==> config.mk <==
export PLATFORM = sky130hd
export DESIGN_NAME = toggle_event_receiver
export DESIGN_NICKNAME = d
export VERILOG_FILES = /design/src/rtl/toggle_pkg.sv /design/src/rtl/toggle_sync.sv /design/src/rtl/toggle_event_receiver.sv
export SDC_FILE = /design/constraint.sdc
export NUM_CORES = 1
export LEC_CHECK = 0
export BUFFER_PORTS_ARGS = -buffer_cell sky130_fd_sc_hd__buf_2
export CAP_MARGIN = 20
export CORE_AREA = 2 2 39 41
export CTS_CLUSTER_SIZE = 10
export DETAILED_ROUTE_END_ITERATION = 16
export DIE_AREA = 0 0 41 43
export HOLD_SLACK_MARGIN = 0.05
export PLACE_DENSITY = 0.61
export SETUP_SLACK_MARGIN = 0.5
export SYNTH_ARGS = -nofsm -noshare
export SYNTH_HDL_FRONTEND = slang
export SYNTH_HIERARCHICAL = 1
export SYNTH_SLANG_ARGS = --single-unit
==> constraint.sdc <==
create_clock -name clk -period 3.7 [get_ports clk]
set_input_delay 0.37 -clock clk [delete_from_list [all_inputs] [get_ports clk]]
set_output_delay 0.37 -clock clk [all_outputs]
set_load 0.02 [all_outputs]
==> src/rtl/toggle_pkg.sv <==
// Shared constants for the toggle-signalling sender/receiver pair.
// Default sizes and widths of the optional statistics counters.
package toggle_pkg;

   localparam int TGL_SYNC_STAGES  = 2;
   localparam int TGL_CNT_W        = 4;
   localparam int TGL_EVT_TOTAL_W  = 16;
   localparam int TGL_DROP_TOTAL_W = 8;

endpackage

==> src/rtl/toggle_sync.sv <==
// Multi-flop synchroniser for a level line crossing into the clk domain.
// Shared by the toggle receiver (t_in) and the future sender (ack_t).
module toggle_sync #(
   parameter int STAGES = 2
) (
   input  logic clk,
   input  logic reset,
   input  logic d,
   output logic q
);

   logic [STAGES-1:0] chain;

   always_ff @(posedge clk or negedge reset) begin
      if (!reset) begin
         chain <= '0;
      end else begin
         chain <= {chain[STAGES-2:0], d};
      end
   end

   assign q = chain[STAGES-1];

endmodule

==> src/rtl/toggle_event_receiver.sv <==
// Receiver for toggle-encoded events: synchronise, detect flips, queue, hand off via valid/ready.
// Defining TOGGLE_EVENT_RX_STATS_EN adds evt_total and drop_total statistics outputs.
module toggle_event_receiver
   import toggle_pkg::*;
#(
   parameter int SYNC_STAGES = TGL_SYNC_STAGES,
   parameter int CNT_W       = TGL_CNT_W
) (
   input  logic                        clk,
   input  logic                        reset,
   input  logic                        t_in,
   output logic                        evt_valid,
   input  logic                        evt_ready,
   output logic [CNT_W-1:0]            pending,
   output logic                        ack_t,
   output logic                        overflow,
   input  logic                        clr_ovf
`ifdef TOGGLE_EVENT_RX_STATS_EN
   ,
   output logic [TGL_EVT_TOTAL_W-1:0]  evt_total,
   output logic [TGL_DROP_TOTAL_W-1:0] drop_total
`endif
);

   logic             t_s;
   logic             t_prev;
   logic             toggle_edge;
   logic             take;
   logic             full;
   logic             drop;
   logic [CNT_W-1:0] next_pending;

   toggle_sync #(
      .STAGES (SYNC_STAGES)
   ) u_sync (
      .clk   (clk),
      .reset (reset),
      .d     (t_in),
      .q     (t_s)
   );

   assign toggle_edge = t_s ^ t_prev;
   assign evt_valid   = (pending != '0);
   assign take        = evt_valid & evt_ready;
   assign full        = (pending == {CNT_W{1'b1}});
   assign drop        = toggle_edge & ~take & full;

   // An arrival and a take in the same cycle cancel, so a full counter never drops in that case.
   always_comb begin
      next_pending = pending;
      if (toggle_edge && !take && !full) begin
         next_pending = pending + 1'b1;
      end else if (take && !toggle_edge) begin
         next_pending = pending - 1'b1;
      end
   end

   always_ff @(posedge clk or negedge reset) begin
      if (!reset) begin
         t_prev   <= 1'b0;
         pending  <= '0;
         ack_t    <= 1'b0;
         overflow <= 1'b0;
      end else begin
         t_prev   <= t_s;
         pending  <= next_pending;
         ack_t    <= ack_t ^ take;
         if (drop) begin
            overflow <= 1'b1;
         end else if (clr_ovf) begin
            overflow <= 1'b0;
         end
      end
   end

`ifdef TOGGLE_EVENT_RX_STATS_EN
   // evt_total counts every detected flip, dropped or not, and wraps; drop_total saturates.
   always_ff @(posedge clk or negedge reset) begin
      if (!reset) begin
         evt_total  <= '0;
         drop_total <= '0;
      end else begin
         if (toggle_edge) begin
            evt_total <= evt_total + 1'b1;
         end
         if (drop && (drop_total != {TGL_DROP_TOTAL_W{1'b1}})) begin
            drop_total <= drop_total + 1'b1;
         end
      end
   end
`endif

endmodule

==> flow_summary.toml <==
[floorplan]
core-area_um2 = 1380
die_h_um = 43
die_w_um = 41
io_pins = 12
rows = 14
start_util = 0.325
die-area_um2 = 1760

[yosys]
synthMuxAreaShare = 0.0222
ys_warn_count = 6
synth_nets = 43
netlist_top_cells_area = "dfrtp_1, o41ai_4, xnor2_1"
synth_top_area_share = 0.500
syn_avg_cell_area_um2 = 12.9
synth_top_area_cell = "dfrtp_1"
synth_xor_area_frac = 0.117
synth_top_family_by_area = "simple AND/OR/NAND/NOR gates"
synth_adder_area_share = 0.100
ys_seq_area_frac = 0.500
syn_area_um2 = 450
postSynthCellCount = 35
netlist-cell-type-count = 17
synth_compound_area_frac = 0.125
yosys.area_share.simple = 0.128
ys_ff_latch = 9

[cells_and_area]
regArea_um2 = 225
multi_input_area_um2 = 221
area_growth_pct = 25.0
layout_common_cells = "buf_2, dfrtp_1"
fin_nets = 60
final_common_cell = "buf_2"
diodes = 0
fillCellCount = 142
drive_above_1_share = 0.353

[power]
p_int_w = 0.000258
vdd_drop_max_uv = 299
switching_share = 0.437
finalPower_w = 0.000458
p_per_area_nw_per_um2 = 813
seq_power_share = 0.406
switchingPower_w = 0.000200
pwr-share-clk = 0.161
p_comb_frac = 0.433
leakagePower_nw = 0.259

[worst_setup_path]
slowest_delay_ns = 0.54
arrival_ns = 2.48
worst-path-buf-inv = 0
reg2reg_slack_ns = 1.41
timing_worst_setup_path_type = "flip-flop to flip-flop"
slowest_stage = "o41ai_4"
crit_family = "compound AO/OA/AOI/OAI gates"
end_kind = "flip-flop"
start_kind = "flip-flop"
worstPathCellList = "o41ai_4 -> nand3_4 -> ha_1 -> a21o_1 -> a21oi_1 -> mux2i_1 -> xor2_1"
cp.required_ns = 3.88
cp_max_fo = 6

[job]
cap_violations = 0

[timing]
whs_ns = 0.213
tns_ns = 0
max_slew_margin = 0.686
rsz0062_at_grt = "no"
fmax_mhz = 436
slew_violations = 0
fin_crit_ns = 2.29
clock_skew_ns = 0.00209
finalHoldViolCount = 0
setup_violations = 0
tightest_slew_ns = 0.469
period_share = 0.620

[clocking]
cts_sinks = 9
postCtsSetupBuffers = 0
path_clk_slew_ns = 0.06
post_cts_resized = 0
clock_path_buffers = 2
cts_root_buffer = "clkbuf_4"
hold_buffers = 1
cts_max_level = 1
tritoncts = "yes"
numCtsBuffers = 3
clock_latency_ns = 0.26

[grt]
grt-ovfl-total = 0
grt_pass1_vias = 307
grt.total_usage = 0.108
antenna_found_initial = 0
grt_max_degree = 10
grt_pass1_wl_um = 1270

[routing]
antenna_left = 0
drc = 0
wire_per_inst_um = 10.5
wl_um = 701
dr.pass1.iters = 1
drt_iter0_drc = 0
viasPerCell = 4.75
vias = 318

[placement]
portBuffers = 11
place_hpwl_um = 552
place.gp.congestion = 0.688

[hold_path]
hold_class = "primary input to flip-flop"

[run_status]
status = "complete, no violations"
per-layer routing:
metal	wire length (µm)	vias to the layer above	track usage
li1	-	155	-
met1	344	154	0.142
met2	318	9	0.144
met3	39	0	0.0314
met4	0	0	0.0800
met5	0	-	0
registers in the layout, indices dropped and copies added (netlist names):
register and cells:
ack_t 1, overflow 1, pending 4, t_prev 1, u_sync/chain 2
cell families after synthesis:
group,Yosys count
compound gates,6
xor+xnor,6
fa+ha+maj,3
buf+inv,1
flops,9
mux,1
simple gates,9
cells in the mapped netlist (all sizes together):
cell	instances
dfrtp	9
fa	1
mux2i	1
a21oi	3
a21o	1
nor2	3
inv	1
xnor2	3
or2	1
or4	1
nand4	1
nand2	2
ha	2
xor2	3
nand3	1
o41ai	1
o22ai	1
path summary, 6_finish.rpt:
kind,startpoint,end,depth (start not counted)
max in group asynchronous,reset,pending[0],2
hold / removal,t_in,u_sync/chain[0],1
setup reg to reg,pending[2],pending[3],7
hold reg to reg,u_sync/chain[0],u_sync/chain[1],0
setup / recovery,pending[2],pending[3],7
min in group asynchronous,reset,ack_t,2
metrics by stage:
step | util | instances | instance area (µm²) | setup WS (ns)
finish | 0.407 | 67 | 563 | 1.41
global route | 0.407 | 67 | 563 | 1.25
CTS | 0.407 | 67 | 563 | 1.37
detailed placement | 0.380 | 62 | 526 | 1.40
global placement | 0.380 | 62 | 526 | 1.40
floorplan | - | 35 | 450 | 1.45
final cells by class:
| class | count | share of cell area |
|---|---|---|
| Multi-Input combinational cell | 25 | 0.393 |
| Clock inverter | 1 | 0.00889 |
| Sequential cell | 9 | 0.400 |
| Clock buffer | 3 | 0.0400 |
| Timing Repair Buffer | 12 | 0.116 |
| Tap cell | 16 | 0.0356 |
| Inverter | 1 | 0.00667 |
power by group through the flow:
stage | Clock, W | Combinational, W | Sequential, W
2_1_floorplan | 0 | 0.000108 | 0.000217
3_3_place_gp | 0 | 0.000193 | 0.000188
4_1_cts | 0.0000791 | 0.000201 | 0.000186
6_report | 0.0000738 | 0.000198 | 0.000186
3_5_place_dp | 0 | 0.000198 | 0.000188
5_1_grt | 0.0000839 | 0.000222 | 0.000191
Note: power is estimated with default switching activity, not from simulation.
